==> src/rtl/router_pkt_ctrl.sv <==
// Packet input controller for the 1x3 router.
// Decodes the header byte, steers header/payload/parity bytes into the
// selected destination FIFO with zero latency, back-pressures on FIFO full,
// and checks packet parity.
// Optional statistics counters are built when ROUTER_PKT_STATS_EN is defined;
// otherwise pkt_count/err_count are tied to zero.
//
// state       | meaning
// ------------+--------------------------------------------------------
// IDLE        | waiting for a header byte
// LOAD_DATA   | forwarding payload bytes, rem bytes still to come
// LOAD_PARITY | waiting for the parity byte
// CHECK       | one-cycle bubble after parity, source held off
// DROP        | consuming a packet with an invalid destination
module router_pkt_ctrl #(
  parameter int DATA_W   = 8,
  parameter int NUM_DEST = 3
) (
  input  logic                clk,
  input  logic                rst,
  input  logic                pkt_valid,
  input  logic [DATA_W-1:0]   data_in,
  input  logic [NUM_DEST-1:0] fifo_full,
  output logic                busy,
  output logic [NUM_DEST-1:0] wr_en,
  output logic [DATA_W-1:0]   dout,
  output logic                lfd_state,
  output logic                pkt_done,
  output logic                parity_err,
  output logic                drop_err,
  output logic [15:0]         pkt_count,
  output logic [15:0]         err_count
);

  localparam logic [2:0] S_IDLE        = 3'd0;
  localparam logic [2:0] S_LOAD_DATA   = 3'd1;
  localparam logic [2:0] S_LOAD_PARITY = 3'd2;
  localparam logic [2:0] S_CHECK       = 3'd3;
  localparam logic [2:0] S_DROP        = 3'd4;

  localparam logic [2:0] NUM_DEST_L = 3'(NUM_DEST);

  logic [2:0]        state;
  logic [1:0]        dest_q;
  logic [5:0]        rem;
  logic [DATA_W-1:0] par;

  logic [1:0] dest_cur;
  logic       dest_valid;
  logic       full_sel;
  logic       load;
  logic       accept;

  assign dout = data_in;

  // Destination select, back-pressure and zero-latency write enables
  always_comb begin
    dest_cur   = (state == S_IDLE) ? data_in[1:0] : dest_q;
    dest_valid = ({1'b0, data_in[1:0]} < NUM_DEST_L);
    full_sel   = 1'b0;
    for (int i = 0; i < NUM_DEST; i++) begin
      if (dest_cur == 2'(i)) full_sel = fifo_full[i];
    end
    busy = 1'b0;
    load = 1'b0;
    case (state)
      S_IDLE: begin
        busy = pkt_valid & dest_valid & full_sel;
        load = dest_valid;
      end
      S_LOAD_DATA, S_LOAD_PARITY: begin
        busy = full_sel;
        load = 1'b1;
      end
      S_CHECK: busy = 1'b1;
      default: busy = 1'b0;
    endcase
    accept = pkt_valid & ~busy;
    wr_en  = '0;
    for (int i = 0; i < NUM_DEST; i++) begin
      wr_en[i] = accept & load & (dest_cur == 2'(i));
    end
    lfd_state = accept & (state == S_IDLE) & dest_valid;
  end

  // Packet sequencing; result flags and pkt_done update on the edge that
  // takes the final byte so they are visible together in the following cycle
  always_ff @(posedge clk) begin
    if (rst) begin
      state      <= S_IDLE;
      dest_q     <= '0;
      rem        <= '0;
      par        <= '0;
      pkt_done   <= 1'b0;
      parity_err <= 1'b0;
      drop_err   <= 1'b0;
    end else begin
      pkt_done <= 1'b0;
      case (state)
        S_IDLE: begin
          if (accept) begin
            rem <= data_in[7:2];
            if (dest_valid) begin
              dest_q <= data_in[1:0];
              par    <= data_in;
              state  <= (data_in[7:2] != 6'd0) ? S_LOAD_DATA : S_LOAD_PARITY;
            end else begin
              state <= S_DROP;
            end
          end
        end
        S_LOAD_DATA: begin
          if (accept) begin
            par <= par ^ data_in;
            rem <= rem - 6'd1;
            if (rem == 6'd1) state <= S_LOAD_PARITY;
          end
        end
        S_LOAD_PARITY: begin
          if (accept) begin
            parity_err <= (par != data_in);
            drop_err   <= 1'b0;
            pkt_done   <= 1'b1;
            state      <= S_CHECK;
          end
        end
        S_CHECK: state <= S_IDLE;
        S_DROP: begin
          if (accept) begin
            if (rem == 6'd0) begin
              drop_err   <= 1'b1;
              parity_err <= 1'b0;
              pkt_done   <= 1'b1;
              state      <= S_IDLE;
            end else begin
              rem <= rem - 6'd1;
            end
          end
        end
        default: state <= S_IDLE;
      endcase
    end
  end

`ifdef ROUTER_PKT_STATS_EN
  logic done_good;
  logic done_bad;

  assign done_good = accept & (state == S_LOAD_PARITY) & (par == data_in);
  assign done_bad  = accept & (((state == S_LOAD_PARITY) & (par != data_in)) |
                               ((state == S_DROP) & (rem == 6'd0)));

  // Saturating good/error packet counters
  always_ff @(posedge clk) begin
    if (rst) begin
      pkt_count <= '0;
      err_count <= '0;
    end else begin
      if (done_good && pkt_count != 16'hFFFF) pkt_count <= pkt_count + 16'd1;
      if (done_bad && err_count != 16'hFFFF) err_count <= err_count + 16'd1;
    end
  end
`else
  assign pkt_count = '0;
  assign err_count = '0;
`endif

endmodule

==> config.mk <==
export PLATFORM = sky130hd
export DESIGN_NAME = router_pkt_ctrl
export DESIGN_NICKNAME = d
export VERILOG_FILES = /design/src/rtl/router_pkt_ctrl.sv
export SDC_FILE = /design/constraint.sdc
export NUM_CORES = 1
export LEC_CHECK = 0
export ABC_CLOCK_PERIOD_IN_PS = 2000
export CAP_MARGIN = 20
export CORE_MARGIN = 3
export CORE_UTILIZATION = 30
export CTS_CLUSTER_SIZE = 10
export DETAILED_ROUTE_END_ITERATION = 8
export HOLD_SLACK_MARGIN = 0.02
export SETUP_SLACK_MARGIN = 0.4
export SYNTH_ARGS = -nofsm -noshare
export SYNTH_HDL_FRONTEND = slang
export SYNTH_SLANG_ARGS = --single-unit
==> constraint.sdc <==
create_clock -name clk -period 2 [get_ports clk]
set_input_delay 0.4 -clock clk [delete_from_list [all_inputs] [get_ports clk]]
set_output_delay 0.4 -clock clk [all_outputs]
set_load 0.03 [all_outputs]
==> qor_table.md, run 1 <==
| Result | Value |
|:---|:---|
| Number of register bits inferred by synthesis | 22 |
| Ant diodes | 0 |
| Drt via density | 4.89 |
| Hold_ws | 508 ps |
| Number of enable-type register cells in the synthesized netlist | 0 |
| Net switching power figure | 0.00101 W |
| Leakage | 1.19 nW |
| TritonCTS buffer count | 3 |
| Source-to-sink clock delay at the later pin of the worst-skew pair | 270 ps |
| Max-slew violation count | 0 |
| Final setup fails | 5 |
| Global-route wire length before repair | 8520 microns |
| Total detailed-routing wirelength | 5300 microns |
| Overall fraction of global-route tracks in use | 0.139 |
| Count of routing violations after the opening detailed-route iteration | 87 |
| Final worst-path setup slack | -232 ps |
| Share of final-layout standard cells stronger than drive strength 1 | 0.344 |
| Number of core rows | 29 |
| DRC violations left | 0 |
| Die extent in y | 87.4 microns |
| Synth warn | 0 |
| Part of the power in combinational logic | 0.584 |
| Antenna violations before repair | 0 |
| Fin. Hold Viols | 0 |
| Number of standard cells after synthesis | 265 |
| Final critical-path share of the clock period | 1.12 |
| Number of max-cap violations | 0 |
| Via count | 1940 |
| Switch share | 0.410 |
| Area of the die | 0.00764 sq mm |
| Routability congestion estimate | 0.873 |
| Required @ worst endpoint | 1600 ps |
| Clock Tree Buf Depth | 2 |
| CTS Root Buffer Type | clkbuf_8 |
| Post-synthesis sequential area ratio | 0.221 |
| Antenna Violating Nets Remaining | 0 |
| Share of the core filled with cells | 0.444 |
| Drt wl/cell | 13.4 microns |
| Synthesized area | 0.00199 sq mm |
| Minimum clock period after layout | 2230 ps |
| CTS H-tree lvls | 1 |
| Critical Setup Path Class | reg -> out |
| Area of the core region | 0.00639 sq mm |
| Crit path arrival time | 1830 ps |
| Share of power burned in registers | 0.240 |
| Routed met1 length | 2420 microns |
| Failing checks | setup timing |
| Critical Path Start Type | register |
| Wire length on met3 | 161 microns |
| CTS clk-pin slew, worst paths | 90 ps |
| Number of inserted filler cells in the final layout | 623 |
| Share of power burned in the clock network | 0.175 |
| Capturing element type of the critical path | output pin |
| TritonCTS clock tree | built |
| Die width | 87.4 microns |
| VDD IR-drop max | 0.320 mV |
| Mean instance size in the synthesized netlist | 7.51 sq um |
| Most common cell after layout, fill and taps aside | buf_4 |
| Number of top-level pins | 62 |
| Layout overhead on the synthesized area | 42.4% |
| Via count of the first global-routing pass | 1732 |
| Total Neg Setup Slack | -979 ps |
| Outcome | finished with violations |
| Total congestion overflow after global routing | 0 |
| Worst hold-check path type | reg -> reg |
| IO buf count | 29 |
| Int Pwr | 0.00145 W |
| Maximum fanout encountered on the critical timing path | 5 |
| Number of iterations in the first detailed-routing pass | 4 |
| Highest layer used for signal routing | met4 |
| Amount of wire on met2 after detailed routing | 2690 microns |
| Worst clock skew on the final layout | 2.71 ps |
| Initial Utilization | 0.312 |
| HPWL after detailed placement | 3710 microns |
| Layout Nets | 337 |
| Unrepaired setup endpoints after global routing | yes |
| Number of library cell types mapped by synthesis | 51 |
| Fmax achieved | 0.448 GHz |
| Proportion of register bits with asynchronous set or reset after synthesis | 0 |
| Areal power density over the cells | 869 mW/mm^2 |
| Pin count of the biggest net entering global routing | 23 |
| Commonest cells after routing, fill and taps aside | buf_4 (49), conb_1 (32), nand2_1 (24), nor2_1 (21), dfxtp_1 (17) |
| Most used flip-flop cell after synthesis | dfxtp_1 |
| TritonCTS Sinks | 22 |
[per-layer routing]
layer / track usage / vias up
met5: 0 / -
met4: 0.0335 / 0
met3: 0.0180 / 2
met2: 0.234 / 32
met1: 0.187 / 931
li1: - / 975
[synthesized netlist by cell type (3+ instances only)]
library cell	n	area, sq um
buf_4	41	308
a21oi_1	15	75.1
a31oi_1	11	68.8
a21o_1	4	30.0
nand2_1	27	101
dfxtp_1	22	440
clkbuf_1	7	26.3
a211oi_1	7	52.6
nor3_1	3	15.0
o31ai_1	4	30.0
mux2i_1	3	30.0
and2_1	3	18.8
xor2_1	9	78.8
nand2b_1	12	75.1
inv_1	5	18.8
nor2_1	22	82.6
nor2b_1	5	31.3
nand3_1	13	65.1
nor4_1	7	43.8
nor3b_1	3	22.5
buf_2	5	25.0
[flip-flops by register name, summed over array words and instances (netlist names)]
| signal | cells |
|---|---|
| dest_q | 2 |
| drop_err | 1 |
| par | 8 |
| parity_err | 1 |
| pkt_done | 1 |
| rem | 6 |
| state | 3 |
[kinds of logic (layout without fill, tap and decap cells)]
logic type,Yosys count,after routing,synth area share
mux,4,4,0.0208
compound gates,61,61,0.225
xor+xnor,9,9,0.0396
flops,22,22,0.221
buf+inv,61,85,0.199
other cells,1,32,0.00188
simple gates,105,105,0.280
fa+ha+maj,2,2,0.0126
[final cells by class]
cell class / count / area [sq um] / area share
repair buffers: 76 / 669 / 0.236
multi-input cells: 213 / 1520 / 0.538
well taps: 77 / 96.3 / 0.0340
clock inverters: 1 / 30.0 / 0.0106
clock buffers: 3 / 41.3 / 0.0146
inverters: 5 / 18.8 / 0.00663
flip-flops and latches: 22 / 454 / 0.160
[through the flow]
step	worst slack, ps	power, W	area [sq um]	std cells
after floorplan	-34.3	0.00147	2230	296
after global placement	-406	0.00175	2450	380
after detailed placement	-445	0.00176	2450	380
after CTS	-198	0.00232	2660	391
after global routing	-273	0.00262	2830	397
final	-232	0.00246	2830	397
[repair_timing]
item,in CTS,in global routing
endpoints found under the setup margin,35,27
hold buffers,0,0
resized for setup,36,25
gates cloned,1,0
setup buffers,6,6
pin swaps,11,13
[power groups by stage]
stage	combinational, W	sequential (W)	clock (W)
final	0.00144	0.000592	0.000431
after global routing	0.00156	0.000602	0.000463
after CTS	0.00129	0.000585	0.000446
after detailed placement	0.00117	0.000593	0
after global placement	0.00116	0.000591	0
after floorplan	0.000892	0.000576	0
[path summary, 6_finish.rpt]
kind,start,to,slack (ps),cells after the start
worst min-delay path,rem[5],rem[5],510,2
worst max-delay path,state[1],lfd_state,-230,8
worst min register to register,rem[5],rem[5],510,2
worst max register to register,state[1],parity_err,160,10
[worst max-delay path, stage by stage (launching register included)]
cell and delay (ps):
dfxtp_2 350, buf_12 130, nor3_4 190, o211ai_2 140, buf_4 160, buf_6 120, a31oi_4 140, and3_4 200
buf_6 120
(Power assumes the default switching activity.)
==> run 2, diff against run 1 <==
CORE_MARGIN = not set   (was 3)
==> run 2 against run 1 <==
Count of clock-buffer cells in the layout unchanged. First-iteration DRC count increased by 28%. Setup slack improved by 34 ps. Utilization up 1.0 points. Clock power is essentially flat. Largest power group unchanged. The flow still finishes with violations (setup timing). Critical path type is now in -> out. Clock skew rose by 7.2 ps. Fmax up 1.5%. Cell area grew 2.3%. Largest cell class unchanged.
==> qor_table.md, run 2 (synthesis gave the netlist of run 1 again) <==
| Result | Value |
|:---|:---|
| Total placed cells including tap cells | 380 |
| Layout overhead on the synthesized area | 45.7% |
| Crit path arrival time | 1800 ps |
| Die extent in y | 83.4 microns |
| R2r startpoint | state[1] |
| TritonCTS buffer count | 3 |
| Antenna Violating Nets Remaining | 0 |
| Leakage | 1.18 nW |
| Worst min-delay path startpoint | drop_err |
| Source-to-sink clock delay at the later pin of the worst-skew pair | 270 ps |
| Worst hold-check path type | reg -> reg |
| Via count | 1922 |
| Initial Utilization | 0.312 |
| Placed cell areas | 0.00244 sq mm |
| Drt via density | 4.88 |
| Critical Setup Path Class | in -> out |
| Required @ worst endpoint | 1600 ps |
| DRC violations left | 0 |
| Area of the die | 0.00696 sq mm |
| CTS Root Buffer Type | clkbuf_8 |
| Antenna violations before repair | 0 |
| Max-slew violation count | 0 |
| CTS H-tree lvls | 1 |
| Number of inserted filler cells in the final layout | 612 |
| Count of routing violations after the opening detailed-route iteration | 111 |
| Areal power density over the cells | 855 mW/mm^2 |
| Share of final-layout standard cells stronger than drive strength 1 | 0.391 |
| Hold-fix buffers at CTS | 0 |
| Critical Path Start | data_in[0] |
| TritonCTS clock tree | built |
| Drt wl/cell | 13.4 microns |
| Number of max-cap violations | 0 |
| Global-route wire length before repair | 8510 microns |
| Layout Nets | 334 |
| Total detailed-routing wirelength | 5290 microns |
| HPWL after detailed placement | 3700 microns |
| Clock Tree Buf Depth | 2 |
| CTS clk-pin slew, worst paths | 80 ps |
| Final critical-path share of the clock period | 1.10 |
| Register with the most flip-flops | par |
| Overall fraction of global-route tracks in use | 0.148 |
| Area of the core region | 0.00639 sq mm |
| Most common cell after layout, fill and taps aside | buf_4 |
| Total congestion overflow after global routing | 0 |
| Pin count of the biggest net entering global routing | 20 |
| Number of core rows | 29 |
| Fmax achieved | 0.455 GHz |
| Hold_ws | 500 ps |
| Post-Place Worst Slack | -494 ps |
| Biggest registers after layout | par: 8 flops, rem: 6 flops, state: 3 flops |
| Failing checks | setup timing |
| Outcome | finished with violations |
| Number of iterations in the first detailed-routing pass | 4 |
| Max reg flops | 8 |
| Final setup fails | 5 |
| Maximum fanout encountered on the critical timing path | 6 |
| Via count of the first global-routing pass | 1795 |
| Final instance area | 0.00290 sq mm |
| Fin. Hold Viols | 0 |
| Number of top-level pins | 62 |
| Minimum clock period after layout | 2200 ps |
| Area used by multi-input combinational logic | 0.00161 sq mm |
| Die width | 83.4 microns |
| Critical Path Start Type | input pin |
| IO buf count | 29 |
| Final worst-path setup slack | -199 ps |
| Total area of sequential cells | 449 sq um |
| Capturing element type of the critical path | output pin |
| Ant diodes | 0 |
| Routability congestion estimate | 0.810 |
| Commonest cells after routing, fill and taps aside | buf_4 (42), conb_1 (32), nand2_1 (24), nor2_1 (22), dfxtp_1 (17) |
| VDD IR-drop max | 0.303 mV |
| Non-filler instance count after layout | 394 |
| TritonCTS Sinks | 22 |
| Unrepaired setup endpoints after global routing | yes |
| Worst clock skew on the final layout | 9.87 ps |
run 2: worst paths after layout:
| check | to | slack [ps] | depth (start not counted) |
|---|---|---|---|
| hold reg to reg | drop_err | 500 | 2 |
| hold / removal | drop_err | 500 | 2 |
| setup reg to reg | rem[1] | 160 | 7 |
| setup / recovery | lfd_state | -200 | 8 |
run 2: layout make-up:
| class | count | area share |
|---|---|---|
| multi-input combinational | 213 | 0.556 |
| sequential | 22 | 0.155 |
| clock buffer | 3 | 0.0142 |
| inverter | 5 | 0.00648 |
| timing repair buffer | 73 | 0.225 |
| tap | 77 | 0.0332 |
| clock inverter | 1 | 0.0104 |
run 2: what timing repair did:
action,CTS,global route
resized for setup,64,18
pin swaps,18,0
setup buffers,10,0
setup endpoints to repair,35,28
run 2: through the flow:
step	util	total power (W)	TNS [ps]
5_1_grt	0.454	0.00263	-1200
6_report	0.454	0.00248	-692
2_1_floorplan	-	0.00147	-34.3
3_3_place_gp	0.382	0.00172	-6090
4_1_cts	0.440	0.00241	-662
3_5_place_dp	0.382	0.00174	-7340
run 2: routing by layer:
layer | wire length, microns | GRT usage
met1 | 2440 | 0.190
met3 | 116 | 0.0149
met2 | 2670 | 0.259
met5 | 0 | 0
met4 | 61 | 0.0447
run 2: critical path, cell delays in order:
cell	delay, ps
clkdlybuf4s15_2	260
mux2i_1	280
o211ai_2	120
buf_4	150
buf_6	120
a31oi_4	140
and3_4	200
buf_6	120
run 2: power by group:
part	total [W]	internal [W]	leakage, nW	switching [W]
combinational	0.00145	0.000672	0.964	0.000778
clock	0.000432	0.000268	0.0357	0.000164
sequential	0.000595	0.000505	0.182	0.0000903
==> run 3, diff against run 2 <==
ABC_CLOCK_PERIOD_IN_PS = 2200   (was 2000)
clock period = 2.2 ns   (was 2 ns; I/O delays follow)
==> run 3 against run 2 <==
The flow still finishes with violations (setup timing). Largest power group unchanged. Critical path type is now reg -> out. Sequential share of layout area rose by 0.39 points. Non-clock buffer count is 5 lower. Critical path depth unchanged. Hold slack better by 10 ps.
==> qor_table.md, run 3 (synthesis gave the netlist of run 1 again) <==
| Result | Value |
|:---|:---|
| Required @ worst endpoint | 1760 ps |
| Critical Path Start Type | register |
| Overall fraction of global-route tracks in use | 0.150 |
| DRC violations left | 0 |
| Part of the power in combinational logic | 0.576 |
| Initial Utilization | 0.312 |
| Number of max-cap violations | 0 |
| Minimum clock period after layout | 2250 ps |
| HPWL after detailed placement | 3630 microns |
| Areal power density over the cells | 783 mW/mm^2 |
| Global-route wire length before repair | 8750 microns |
| Via count of the first global-routing pass | 1826 |
| Final worst-path setup slack | -45.5 ps |
| Worst hold-check path type | reg -> reg |
| Capturing element type of the critical path | output pin |
| IO buf count | 29 |
| Unrepaired setup endpoints after global routing | yes |
| Final critical-path share of the clock period | 1.02 |
| Maximum fanout encountered on the critical timing path | 5 |
| Critical Setup Path Class | reg -> out |
| TritonCTS clock tree | built |
| Routability congestion estimate | 0.841 |
| Share of power burned in the clock network | 0.179 |
| Clock Tree Buf Depth | 2 |
| Ant diodes | 0 |
| Drt wl/cell | 13.7 microns |
| Leakage | 1.15 nW |
| Via count | 1914 |
| Die width | 83.4 microns |
| Final setup fails | 2 |
| Register with the most flip-flops | par |
| Most common cell after layout, fill and taps aside | buf_4 |
| CTS clk-pin slew, worst paths | 100 ps |
| Hold-fix buffers at CTS | 0 |
| Most used cell, CP | buf_6 |
| Biggest registers after layout | par: 8 flops, rem: 6 flops, state: 3 flops |
| Die extent in y | 83.4 microns |
| Antenna violations before repair | 0 |
| Total detailed-routing wirelength | 5310 microns |
| Failing checks | setup timing |
| Max reg flops | 8 |
| Max-slew violation count | 0 |
| Pin count of the biggest net entering global routing | 17 |
| Int Pwr | 0.00128 W |
| Total placed cells including tap cells | 373 |
| CTS H-tree lvls | 1 |
| Peak per-stage delay on the critical path | 340 ps |
| Net switching power figure | 0.000909 W |
| Crit path arrival time | 1810 ps |
| Layout overhead on the synthesized area | 40.5% |
| Share of final-layout standard cells stronger than drive strength 1 | 0.343 |
| Slowest library cell on the worst path | dfxtp_2 |
| Number of core rows | 29 |
| Area of the core region | 0.00639 sq mm |
| Commonest cells after routing, fill and taps aside | buf_4 (40), conb_1 (32), nand2_1 (27), nor2_1 (21), dfxtp_1 (19) |
| Outcome | finished with violations |
| Fmax achieved | 0.445 GHz |
| Switch share | 0.416 |
| Layout Nets | 329 |
| Source-to-sink clock delay at the later pin of the worst-skew pair | 270 ps |
| Number of top-level pins | 62 |
| CTS Root Buffer Type | clkbuf_8 |
| Non-filler instance count after layout | 389 |
| TritonCTS buffer count | 3 |
| Drt via density | 4.92 |
| Fin. Hold Viols | 0 |
| Worst clock skew on the final layout | 11.2 ps |
| Total congestion overflow after global routing | 0 |
| Share of power burned in registers | 0.246 |
| Worst path cell trace | buf_6 > nor3_4 > o211ai_2 > buf_4 > buf_6 > a31oi_4 > and3_4 > buf_6 |
| Number of inserted filler cells in the final layout | 622 |
| Number of iterations in the first detailed-routing pass | 4 |
| TritonCTS Sinks | 22 |
| VDD IR-drop max | 0.305 mV |
| Total area of sequential cells | 444 sq um |
| Area used by multi-input combinational logic | 0.00155 sq mm |
| Count of routing violations after the opening detailed-route iteration | 102 |
| Antenna Violating Nets Remaining | 0 |
| Share of the core filled with cells | 0.438 |
| Area of the die | 0.00696 sq mm |
-- run 3: changes by cell type in the layout (fill, tap and decap cells not counted), moves of 3 or more --
cell / previous run / this run
dlygate4sd2_1: 12 / 6
a21oi_1: 9 / 14
a21oi_2: 5 / 0
clkdlybuf4s50_1: 3 / 7
nand2_1: 24 / 27
-- run 3: path summary, 6_finish.rpt --
path              cells after the start      from  slack, ps   endpoint
setup / recovery                      8  state[0]        -50  lfd_state
hold / removal                        2    rem[5]        510     rem[5]
setup reg to reg                     10  state[0]        290     par[6]
hold reg to reg                       2    rem[5]        510     rem[5]
-- run 3: final cells by class --
| cell class | instances | area share |
|---|---|---|
| well taps | 77 | 0.0345 |
| inverters | 5 | 0.00671 |
| clock inverters | 1 | 0.0107 |
| multi-input cells | 213 | 0.554 |
| clock buffers | 3 | 0.0148 |
| repair buffers | 68 | 0.221 |
| flip-flops and latches | 22 | 0.159 |
-- run 3: power by group through the flow --
stage	clock network, W	registers (W)	logic [W]
global placement	0	0.000528	0.00100
finish	0.000391	0.000537	0.00126
global route	0.000413	0.000546	0.00136
floorplan	0	0.000520	0.000790
detailed placement	0	0.000533	0.00100
CTS	0.000396	0.000531	0.00115
-- run 3: critical path, delay by kind of cell (launching register included) --
kind            cells  cell delay [ps]
buf+inv             4              530
simple gates        2              410
compound gates      2              260
flops               1              340
-- run 3: per-stage QoR --
stage	hold slack (ps)	setup WS [ps]	power [W]	setup TNS, ps	area, sq um
3_3_place_gp	489	-290	0.00153	-2050	2370
2_1_floorplan	477	73.1	0.00131	0	2210
4_1_cts	508	-43.0	0.00208	-64.2	2650
6_report	510	-45.5	0.00219	-69.0	2800
3_5_place_dp	496	-340	0.00153	-2870	2370
5_1_grt	529	-109	0.00232	-390	2800
-- run 3: metal layers --
metal  vias up  global-route usage  part of all wire
li1        959                   -                 -
met1       905               0.205              0.47
met2        44               0.247              0.49
met3         6              0.0189             0.028
met4         0              0.0478            0.0088
met5         -                   0                 0
-- run 3: timing repair --
action / 4_1_cts / 5_1_grt
gates resized for setup: 39 / 22
setup endpoints to repair: 28 / 27
pin swaps: 12 / 10
buffers inserted: 8 / 2
cloned: 1 / 1
